File: src/rtl/data_mem_arb_pkg.sv
// Shared definitions for the data-memory arbiter: FSM encoding, requester IDs, widths.
package data_mem_arb_pkg;

    localparam int ADDR_W = 8;
    localparam int DATA_W = 8;

    // Requester IDs, also used as bit positions in the req/grant vectors.
    localparam bit REQ_CPU  = 1'b0;
    localparam bit REQ_HOST = 1'b1;

    typedef enum logic [1:0] {
        ST_IDLE   = 2'd0,
        ST_SETUP  = 2'd1,
        ST_STROBE = 2'd2,
        ST_RESP   = 2'd3
    } arb_state_t;

endpackage

File: src/rtl/data_mem_arbiter_rr_arb2.sv
// Two-input pick: round-robin on a tie, or host-wins-tie when HOST_PRIORITY is set.
import data_mem_arb_pkg::*;

module rr_arb2 #(
    parameter bit HOST_PRIORITY = 1'b0
) (
    input  logic [1:0] req,
    input  logic       last,
    output logic [1:0] grant
);

    // One-hot grant; a lone request always wins, a tie goes to whoever was not served last.
    always_comb begin
        grant = 2'b00;
        if (req[REQ_CPU] && req[REQ_HOST]) begin
            if (HOST_PRIORITY || (last == REQ_CPU)) begin
                grant[REQ_HOST] = 1'b1;
            end else begin
                grant[REQ_CPU] = 1'b1;
            end
        end else if (req[REQ_CPU]) begin
            grant[REQ_CPU] = 1'b1;
        end else if (req[REQ_HOST]) begin
            grant[REQ_HOST] = 1'b1;
        end
    end

endmodule

File: src/rtl/data_mem_arbiter.sv
// Shares the 256x8 data memory between CPU and host with a fixed
// SETUP/STROBE/RESP access so address and data settle before any enable edge.
//
// Handshake: a request transfers on a rising edge where X_req && X_ready.
// ready is combinational, high only in IDLE for the arbitration winner; all
// request fields are latched at that edge, so the requester may change them
// afterwards. Requests seen outside IDLE are ignored.
import data_mem_arb_pkg::*;

module data_mem_arbiter #(
    parameter bit HOST_PRIORITY = 1'b0
) (
    input  logic              clk,
    input  logic              reset_n,
    input  logic              cpu_req,
    input  logic              cpu_we,
    input  logic [ADDR_W-1:0] cpu_addr,
    input  logic [DATA_W-1:0] cpu_wdata,
    output logic              cpu_ready,
    output logic              cpu_done,
    output logic [DATA_W-1:0] cpu_rdata,
    input  logic              host_req,
    input  logic              host_we,
    input  logic [ADDR_W-1:0] host_addr,
    input  logic [DATA_W-1:0] host_wdata,
    output logic              host_ready,
    output logic              host_done,
    output logic [DATA_W-1:0] host_rdata,
    output logic [ADDR_W-1:0] mem_addr,
    output logic [DATA_W-1:0] mem_wdata,
    output logic              mem_write_enable,
    output logic              mem_read_enable,
    input  logic [DATA_W-1:0] mem_rdata,
    output logic              busy,
    output logic [1:0]        dbg_state
);

    arb_state_t        state_q, state_d;
    logic [1:0]        grant;
    logic              accept;
    logic              owner_q;
    logic              we_q;
    logic              last_q;
    logic [ADDR_W-1:0] addr_q;
    logic [DATA_W-1:0] wdata_q;

    rr_arb2 #(.HOST_PRIORITY(HOST_PRIORITY)) u_arb (
        .req   ({host_req, cpu_req}),
        .last  (last_q),
        .grant (grant)
    );

    assign accept    = (state_q == ST_IDLE) && (grant != 2'b00);
    assign mem_addr  = addr_q;
    assign mem_wdata = wdata_q;
    assign dbg_state = state_q;

    // State register.
    always_ff @(posedge clk or negedge reset_n) begin
        if (!reset_n) begin
            state_q <= ST_IDLE;
        end else begin
            state_q <= state_d;
        end
    end

    // Next state: fixed four-cycle walk once an access is accepted.
    always_comb begin
        state_d = state_q;
        case (state_q)
            ST_IDLE:   if (accept) state_d = ST_SETUP;
            ST_SETUP:  state_d = ST_STROBE;
            ST_STROBE: state_d = ST_RESP;
            ST_RESP:   state_d = ST_IDLE;
            default:   state_d = ST_IDLE;
        endcase
    end

    // Outputs: enables only in STROBE, done only in RESP, ready only in IDLE out of reset.
    always_comb begin
        mem_write_enable = 1'b0;
        mem_read_enable  = 1'b0;
        cpu_done         = 1'b0;
        host_done        = 1'b0;
        busy             = (state_q != ST_IDLE);
        cpu_ready        = reset_n && (state_q == ST_IDLE) && grant[REQ_CPU];
        host_ready       = reset_n && (state_q == ST_IDLE) && grant[REQ_HOST];
        case (state_q)
            ST_STROBE: begin
                mem_write_enable = we_q;
                mem_read_enable  = !we_q;
            end
            ST_RESP: begin
                cpu_done  = (owner_q == REQ_CPU);
                host_done = (owner_q == REQ_HOST);
            end
            default: ;
        endcase
    end

    // Latch the winning request at the accept edge; mem_addr/mem_wdata hold until the next one.
    always_ff @(posedge clk or negedge reset_n) begin
        if (!reset_n) begin
            owner_q <= REQ_CPU;
            we_q    <= 1'b0;
            addr_q  <= '0;
            wdata_q <= '0;
            last_q  <= REQ_HOST;
        end else if (accept) begin
            owner_q <= grant[REQ_HOST];
            last_q  <= grant[REQ_HOST];
            if (grant[REQ_HOST]) begin
                we_q    <= host_we;
                addr_q  <= host_addr;
                wdata_q <= host_wdata;
            end else begin
                we_q    <= cpu_we;
                addr_q  <= cpu_addr;
                wdata_q <= cpu_wdata;
            end
        end
    end

    // Capture read data for the owner only, on the STROBE->RESP edge.
    always_ff @(posedge clk or negedge reset_n) begin
        if (!reset_n) begin
            cpu_rdata  <= '0;
            host_rdata <= '0;
        end else if ((state_q == ST_STROBE) && !we_q) begin
            if (owner_q == REQ_HOST) begin
                host_rdata <= mem_rdata;
            end else begin
                cpu_rdata <= mem_rdata;
            end
        end
    end

endmodule

File: config.mk
export PLATFORM = sky130hd
export DESIGN_NAME = data_mem_arbiter
export DESIGN_NICKNAME = d
export VERILOG_FILES = /design/src/rtl/data_mem_arb_pkg.sv /design/src/rtl/data_mem_arbiter_rr_arb2.sv /design/src/rtl/data_mem_arbiter.sv
export SDC_FILE = /design/constraint.sdc
export NUM_CORES = 1
export LEC_CHECK = 0
export CORE_MARGIN = 2
export CORE_UTILIZATION = 44
export CTS_BUF_LIST = sky130_fd_sc_hd__clkbuf_8
export CTS_CLUSTER_DIAMETER = 200
export DETAILED_ROUTE_END_ITERATION = 8
export GPL_TIMING_DRIVEN = 0
export MAX_ROUTING_LAYER = met4
export PLACE_DENSITY = 0.88
export SETUP_SLACK_MARGIN = 0.02
export SLEW_MARGIN = 20
export SYNTH_ARGS = -nofsm -noshare
export SYNTH_HDL_FRONTEND = slang
export SYNTH_SLANG_ARGS = --single-unit
File: constraint.sdc
create_clock -name clk -period 2.7 [get_ports clk]
set_clock_uncertainty 0.2 [all_clocks]
set_input_delay 0.27 -clock clk [delete_from_list [all_inputs] [get_ports clk]]
set_output_delay 0.27 -clock clk [all_outputs]
set_load 0.05 [all_outputs]
## After elaboration in Yosys (flattened, before gate mapping)

Cells that the tools add are included.

| storage, ports and cells | value |
|---|---|
| bits in registers | 37 |
| bits of input ports | 46 |
| output and inout bits | 41 |
| logic and storage cells | 40 |

| cells by class | value |
|---|---|
| equality and inequality tests | 4 |
| muxes and demuxes | 15 |
| bitwise operators | 1 |
| reductions and logical operators | 12 |

Operator list:

| operator | count |
|---|---|
| two-way mux 8 bit | 2 |
| two-way mux 1 bit | 10 |
| one-hot mux 2 bit (4 select lines) | 1 |
| logical AND 1 bit | 6 |
| == test 2 bit (second input constant) | 2 |
| two-way mux 2 bit | 2 |
| AND reduction 2 bit | 2 |
| nonzero test 2 bit | 2 |
| == test 2 x 1 -> 1 bit (second input constant) | 1 |
| zero test 2 bit | 1 |
| != test 2 bit (second input constant) | 1 |
| zero test 1 bit | 1 |
| inverter 1 bit | 1 |

## Longest topological paths before layout

Gate-level depths: netlist of run 1.

| logic depth | value |
|---|---|
| depth in word-level cells | 7 |
| mapped depth | 8 |

## Cells and area by module

A second synthesis of run 1 with hierarchy kept.

| second synthesis, totals | value |
|---|---|
| cells, all modules | 157 |
| area, all modules | 1,767.9 sq um |

Modules (own cells, without submodules):

| module | times used | cells an instance | area an instance (sq um) | sequential area each (sq um) |
|---|---|---|---|---|
| data_mem_arbiter | 1 | 154 | 1,749.2 | 927.1 |
| rr_arb2 | 1 | 3 | 18.8 | 0.0 |

## Least setup slack after synthesis of run 1

No wires, ideal clock.

| timing path | value |
|---|---|
| kind | register to register |
| from | reg state_q[1] (netlist: dbg_state[1]) |
| to | reg cpu_rdata[0] |
| data arrival time | 2,133 ps |
| setup slack | 242 ps |
| cell stages (with the launch flop) | 6 |
| path buffers | 1 |
| cell sequence | dfrtp_1 -> ha_1 -> nor2b_2 -> nor2b_1 -> buf_2 -> mux2_2 |

| between the ends | value |
|---|---|
| word-level cells in the longest chain between the ends | 3 |

Ends and longest elaborated chain:

| element | RTL line | RTL |
|---|---|---|
| from (decl) | data_mem_arbiter.sv:38 | `arb_state_t state_q, state_d;` |
| from (signal assigned) | data_mem_arbiter.sv:63 | `state_q <= state_d;` |
| == test 2 bit | data_mem_arbiter.sv:129 | `end else if ((state_q == ST_STROBE) && !we_q) begin` |
| logical AND 1 bit | data_mem_arbiter.sv:129 |  |
| AND reduction 2 bit (no line) | - |  |
| to (signal assigned) | data_mem_arbiter.sv:133 | `cpu_rdata <= mem_rdata;` |
| to (decl) | data_mem_arbiter.sv:21 | `output logic [DATA_W-1:0] cpu_rdata,` |

No other way between the ends.
A chain may end at the register's enable or synchronous reset.

## Worst setup path in the final report of run 1

| timing path | value |
|---|---|
| from | in host_req |
| to | out host_ready |

| between the ends | value |
|---|---|
| word-level cells in the longest chain between the ends | 4 |
| elaborated cells between the ends (all ways) | 5 |
| those cells by class | mux: 3; reduce/logical: 2 |

Ends and longest elaborated chain:

| element | RTL line | RTL |
|---|---|---|
| from (decl) | data_mem_arbiter.sv:22 | `input logic host_req,` |
| two-way mux 1 bit | data_mem_arbiter_rr_arb2.sv:23 | `end else if (req[REQ_HOST]) begin` |
| two-way mux 1 bit | data_mem_arbiter_rr_arb2.sv:21 | `end else if (req[REQ_CPU]) begin` |
| two-way mux 2 bit * | data_mem_arbiter_rr_arb2.sv:15 | `if (req[REQ_CPU] && req[REQ_HOST]) begin` |
| logical AND 1 bit * | data_mem_arbiter.sv:87 | `host_ready = reset_n && (state_q == ST_IDLE) && grant[REQ_HOST];` |
| to (decl) | data_mem_arbiter.sv:26 | `output logic host_ready,` |

Every way passes the cells marked *; elsewhere a longest branch is shown, timed or not.

==> results of run 1 <==
==> per-stage QoR <==
step	total power, uW	setup WS (ns)
2_1_floorplan	2630	0.242
3_3_place_gp	3400	-0.937
3_5_place_dp	3460	-0.178
4_1_cts	3840	0.0944
5_1_grt	4020	0.0327
6_report	3810	0.126
==> state kept, by name, indices dropped and copies added, names as in the netlist <==
| name | flops |
|---|---|
| mem_wdata | 8 |
| dbg_state | 2 |
| cpu_rdata | 8 |
| last_q | 1 |
| host_rdata | 8 |
| we_q | 1 |
| owner_q | 1 |
| mem_addr | 8 |
==> final cells by class <==
class | instances | area [um2] | share of cell area (%)
tap | 48 | 60.1 | 2.20
multi-input combinational | 109 | 671 | 24.6
inverter | 4 | 17.5 | 0.642
sequential | 37 | 927 | 34.0
clock inverter | 3 | 17.5 | 0.642
buffer | 10 | 73.8 | 2.70
timing repair buffer | 88 | 895 | 32.8
clock buffer | 5 | 68.8 | 2.52
==> timing repair <==
| item | CTS | global route |
|---|---|---|
| resized for setup | 1 | 1 |
| buffers inserted | 0 | 0 |
| hold endpoints to repair | 15 | 0 |
| endpoints found under the setup margin | 1 | 1 |
| hold buffers | 2 | 0 |
==> worst max-delay path, delay by kind of cell <==
kind	cells	cell delay [ns]
buffers and inverters	3	1.30
and+or+nand+nor	1	0.18
AOI/OAI and AO/OA	1	0.35
==> logic make-up (layout without fill, tap and decap cells) <==
| group | after synthesis | after routing | share of synthesized area [%] |
|---|---|---|---|
| multiplexers | 17 | 17 | 11.6 |
| AO/OA/AOI/OAI | 25 | 25 | 10.0 |
| buffers and inverters | 14 | 110 | 5.41 |
| adder cells (fa/ha/maj) | 3 | 3 | 2.22 |
| flip-flops | 37 | 37 | 54.9 |
| AND/OR/NAND/NOR | 64 | 64 | 15.9 |
==> layer usage <==
layer  wire length, um  GRT usage (%)  part of all wire (%)
met4                53           6.89                   1.3
met1              1680           23.9                    40
met2              2140           37.8                    51
met3               353           6.81                   8.4
met5                 0              -                     0
==> worst max-delay path by stage <==
| stage | endpoint | slack (ns) | cells after the start |
|---|---|---|---|
| global placement | host_ready | -0.94 | 3 |
| floorplan | cpu_rdata[0]$_DFFE_PN0P_ | 0.24 | 5 |
| CTS | cpu_ready | 0.09 | 6 |
| detailed placement | host_ready | -0.18 | 5 |
| finish | host_ready | 0.13 | 5 |
| global route | host_ready | 0.03 | 5 |
==> cells in the final DEF (no fill, tap or decap), drive strengths merged <==
cell and count:
clkdlybuf4s50 82, nand2 37, dfrtp 36, nor2 18, a31oi 18, mux2 17, buf 12, clkbuf 5
inv 4, a21oi 3, ha 3, nor2b 3, and2 2, clkinv 2, dlygate4sd3 2, a21boi 1
and3 1, nand3 1, nor3 1, a21bo 1, o21a 1, or3 1, o21ai 1, clkinvlp 1
dfstp 1, dlymetal6s2s 1, dlygate4sd2 1
==> where the power goes <==
group	internal, uW	switching (uW)	total, uW
registers	847	168	1010
clock network	178	197	375
logic	890	1530	2420
==> summary.txt, run 1 <==
Run status
  – Outcome: finished clean

Placed design
  – Detailed placer's ending HPWL: 3.22 mm
  – Placed cell count: 294
  – Final GP Congestion: 0.720
  – PortBufs: 85
  – Placed Area: 2620 um2

Floorplanning
  – Num rows: 22
  – Starting density of the core: roughly 46%
  – Core Area: 3690 um2
  – Die Ht: ~66 um
  – DIE AREA: approximately 4400 um2
  – DIE WIDTH: about 66 um
  – Ports: 87

Layout
  – Finished Layout Cells: 304
  – Post-Layout Inst Area: 2730 um2
  – Fillcell total: 298
  – # nets final: roughly 300
  – Synth-to-layout area growth: 61.6%
  – Ant diodes: 0
  – Fin util: around three quarters
  – Share of cells above drive strength 1: 17.2%

Yosys
  – Top cells by area, synth: dfrtp_1, mux2_2, nand2_1, a31oi_1, nor2_1
  – #FFs+latches synth: 37
  – Post-synth EDFFs: 0
  – Ys flop type: dfrtp_1
  – Cell taking the most area after synthesis: dfrtp_1
  – Post-synthesis sequential area ratio: 54.9%
  – Netlist Area Pre-Place: between 1500 and 2000 um2
  – Syn_area_per_cell: 10.6 um2
  – Syn_nets: 209
  – Syn Inst Count: 160
  – Post-synth cell types: 25
  – Synth top cells by count: nand2_1, dfrtp_1, a31oi_1, nor2_1, mux2_2
  – Count leader, synth: nand2_1
  – Post-synth top area share: between 50% and 60%
  – Async SR Flop Fraction: between 90% and 100%
  – Synth Warn #: 0

Worst setup path
  – Critical Path End Type: primary output
  – Worst r2r path cells: 6
  – Worst-path cell chain: clkdlybuf4s50_1 -> a21boi_4 -> buf_6 -> and3_2 -> dlygate4sd2_1
  – Slowest-stage cell, CP: clkdlybuf4s50_1
  – Worst EP arrival: about 2.1 ns
  – R2R Setup Slk: approximately 0.75 ns
  – CP Launch Point: host_req
  – Crit path max fanout: 10
  – Crit path launch type: input port
  – Slowest stage delay, CP: 0.59 ns
  – RR Startpoint: dbg_state[0]$_DFFE_PN0P_
  – RR Endpoint: cpu_rdata[0]$_DFFE_PN0P_
  – Worst EP required: 2.23 ns
  – CP Class: input port to primary output

Route
  – Vias: between 1500 and 2000
  – Drt pass-1 iters: 5
  – Initial DRC count: 50
  – Average wire per standard cell: 13.9 um
  – Drt total wl: 4.22 mm
  – DRC: 0
  – Vias per cell: 4.94
  – Routed Antenna Nets: 0

Global route
  – Largest net degree at the start of global routing: 22
  – Gr usage total: 21.8%
  – First-pass GRT wire length: 6.84 mm
  – Vias in the first global route: 1518
  – Initial antenna violation count: 0
  – Total gr overflow: 0

STA
  – Hold WS: 0.0655 ns
  – Setup TNS: 0 ns
  – Final hold vios: 0
  – Max Clk Rate: 0.389 GHz
  – Worst slew pin tran: 0.690 ns
  – Slew Limit Headroom: 53.9%
  – Min Tclk post-route: 2.57 ns
  – Unrepaired setup endpoints after global routing: false
  – Tcrit/Tclk final: 95.3%
  – Max Slew Vio Count: 0
  – # setup viols final: 0

Job
  – Max_cap viols: 0

Worst hold path
  – WHS Endpoint: last_q$_DFFE_PN1P_
  – WHS Path Cells: 2
  – Hold Crit Class: input port to register
  – Min-delay src: cpu_req

Clocking
  – Clock root cell: clkbuf_8
  – Clock Path Buffers: 2
  – CTS Buf Count: 5
  – Clock Pin Slew Worst Setup and Hold Paths: 0.07 ns
  – Worst-Skew Late Latency: 0.29 ns
  – CTS tree: built
  – CTS Sinks: 37
  – CTS H-tree depth: 2

Power
  – Leakage: ~0.0012 uW
  – VDD IR max: between 0.6 and 0.7 mV
  – PwrDens: 1390 nW/um2
Power figures use the tool's default switching activity.
==> run 2, diff against run 1 <==
Settings changed: GPL_ROUTABILITY_DRIVEN set to 0, HOLD_SLACK_MARGIN set to 0.15.
==> run 2 against run 1 <==
- non-clock buffer count is the same
- via count shrank 0.20%
- maximum frequency shrank 1.4%
- critical path depth grew 1
- sequential share of layout area is essentially flat
- power is essentially flat
- global-route usage grew 0.075 points
- die area is the same
- setup slack lost 0.036 ns
- first-iteration DRC count grew 8.0%
- final cell count is the same
- critical path type unchanged
- highest routed layer unchanged
- sequential power is essentially flat
==> summary.txt, run 2 (synthesized netlist as in run 1, its figures left out) <==
Worst setup path
  – Worst-path cell chain: dlygate4sd3_1 -> buf_2 -> a21boi_4 -> buf_6 -> and3_2 -> clkdlybuf4s15_1
  – Slowest-stage cell, CP: dlygate4sd3_1
  – Stages on worst setup path: 6
  – Worst r2r path cells: 6
  – Critical Path End Type: primary output
  – Worst EP required: 2.23 ns
  – Top delay family on crit path: buffers and inverters
  – Worst EP arrival: about 2.1 ns
  – CP Class: input port to primary output
  – Worst Path Buf+Inv: 4
  – Slowest stage delay, CP: 0.53 ns
  – Crit path max fanout: 10
  – Crit path launch type: input port

STA
  – # setup viols final: 0
  – Slew Limit Headroom: 41.7%
  – Max Slew Vio Count: 0
  – Tcrit/Tclk final: between 90% and 100%
  – Min Tclk post-route: 2.61 ns
  – Max Clk Rate: 0.383 GHz
  – Final hold vios: 0
  – Unrepaired setup endpoints after global routing: false
  – Worst slew pin tran: 0.872 ns

Worst hold path
  – WHS Path Cells: 1
  – Hold Crit Class: register to register

Layout
  – Ant diodes: 0
  – Fin util: 74.1%
  – Fillcell total: 299
  – Share of cells above drive strength 1: 17.2%
  – Finished Layout Cells: 304
  – Synth-to-layout area growth: 61.7%
  – Commonest non-fill, non-tap cell in the layout: clkdlybuf4s50_1
  – Most frequent cells in the layout: clkdlybuf4s50_1, nand2_1, dfrtp_1
  – # nets final: 304

Floorplanning
  – DIE AREA: ~4400 um2
  – Starting density of the core: 45.8%
  – Core Area: between 3000 and 4000 um2
  – Ports: 87
  – Die Ht: 66.0 um
  – Num rows: 22
  – DIE WIDTH: 66.0 um

Route
  – Average wire per standard cell: 13.9 um
  – Drt pass-1 iters: 5
  – Vias: 1500
  – DRC: 0
  – Drt total wl: 4.23 mm
  – Initial DRC count: 54
  – Routed Antenna Nets: 0
  – Vias per cell: just under 5

Global route
  – Vias in the first global route: 1523
  – Largest net degree at the start of global routing: 22
  – Initial antenna violation count: 0
  – First-pass GRT wire length: between 6 and 7 mm
  – Total gr overflow: 0
  – Gr usage total: 21.8%

Power
  – Sequential Power Share: between 20% and 30%
  – Net Sw Frac: 49.7%
  – Comb power frac: 63.5%
  – Internal power: 1910 uW
  – VDD IR max: 0.674 mV
  – Leakage: between 0.001 and 0.0015 uW
  – Psw: 1890 uW
  – Power, Total: 3810 uW
  – PwrDens: 1390 nW/um2
  – Clock power frac: 9.8%

Clocking
  – CTS tree: built
  – CTS H-tree depth: 2
  – CTS Buf Count: 5
  – Clock Path Buffers: 2
  – Clock root cell: clkbuf_8
  – Worst-Skew Late Latency: 0.29 ns
  – CTS Sinks: 37
  – Clock Pin Slew Worst Setup and Hold Paths: 0.07 ns
  – Post-CTS setup buffers: 0

Placed design
  – Placed cell count: 294
  – PortBufs: 85
  – Detailed placer's ending HPWL: 3.22 mm

Run status
  – Outcome: finished clean

Job
  – Max_cap viols: 0
[run 2: changes by cell type in the layout (fill, tap and decap cells not counted), sizes merged]
cell,before,now
clkdlybuf4s15,0,1
dlygate4sd2,1,0
[run 2: power groups by stage]
stage / Sequential [uW] / Combinational [uW] / Clock (uW)
after CTS: 1020 / 2440 / 389
after global routing: 1050 / 2560 / 410
final: 1020 / 2420 / 375
after floorplan: 1920 / 714 / 0
after global placement: 1010 / 2390 / 0
after detailed placement: 1030 / 2430 / 0
[run 2: worst reg2reg max path, stage by stage, from the launching register on]
cell and delay, ns:
dfrtp_1 0.42, inv_1 0.10, ha_1 0.20, nor2b_2 0.19, nor2b_1 0.13, buf_2 0.22, mux2_2 0.37
[run 2: metrics by stage]
stage                     setup slack (ns)  TNS (ns)  area, um2  hold slack, ns
after floorplan                      0.242         0       1690          -0.226
after global placement              -0.937     -1.81       2600           0.286
after detailed placement            -0.178    -0.178       2620          0.0443
after CTS                           0.0637         0       2730           0.309
after global routing                0.0190         0       2730           0.326
final                               0.0900         0       2730           0.308
[run 2: final cells by class]
| class | instances | area, um2 | share of cell area, % |
|---|---|---|---|
| plain buffers | 10 | 73.8 | 2.70 |
| clock buffers | 5 | 68.8 | 2.52 |
| clock inverters | 3 | 17.5 | 0.641 |
| inverters | 4 | 17.5 | 0.641 |
| multi-input cells | 109 | 671 | 24.6 |
| flip-flops and latches | 37 | 927 | 33.9 |
| well taps | 48 | 60.1 | 2.20 |
| repair buffers | 88 | 896 | 32.8 |
[run 2: per-layer routing]
layer | share of wire [%] | up-vias | wire length [um] | track usage, %
li1 | - | 724 | - | -
met1 | 39 | 710 | 1670 | 24.1
met2 | 51 | 59 | 2160 | 37.8
met3 | 8.4 | 7 | 355 | 6.81
met4 | 1.2 | 0 | 51 | 6.89
met5 | 0 | - | 0 | -
[run 2: final timing paths]
check	start	end	slack, ns
hold reg to reg	cpu_rdata[6]$_DFFE_PN0P_	cpu_rdata[6]$_DFFE_PN0P_	0.31
setup / recovery	cpu_req	host_ready	0.09
setup reg to reg	dbg_state[0]$_DFFE_PN0P_	cpu_rdata[0]$_DFFE_PN0P_	0.76
max in group asynchronous	reset_n	cpu_rdata[3]$_DFFE_PN0P_	1.21
min in group asynchronous	reset_n	mem_addr[0]$_DFFE_PN0P_	0.50
hold / removal	cpu_rdata[6]$_DFFE_PN0P_	cpu_rdata[6]$_DFFE_PN0P_	0.31
[run 2: repair_timing]
| action | in CTS | in global routing |
|---|---|---|
| resized for setup | 1 | 2 |
| endpoints found under the setup margin | 1 | 2 |
| pin swaps | 0 | 0 |
| hold buffers | 2 | 0 |
| hold endpoints to repair | 38 | 0 |
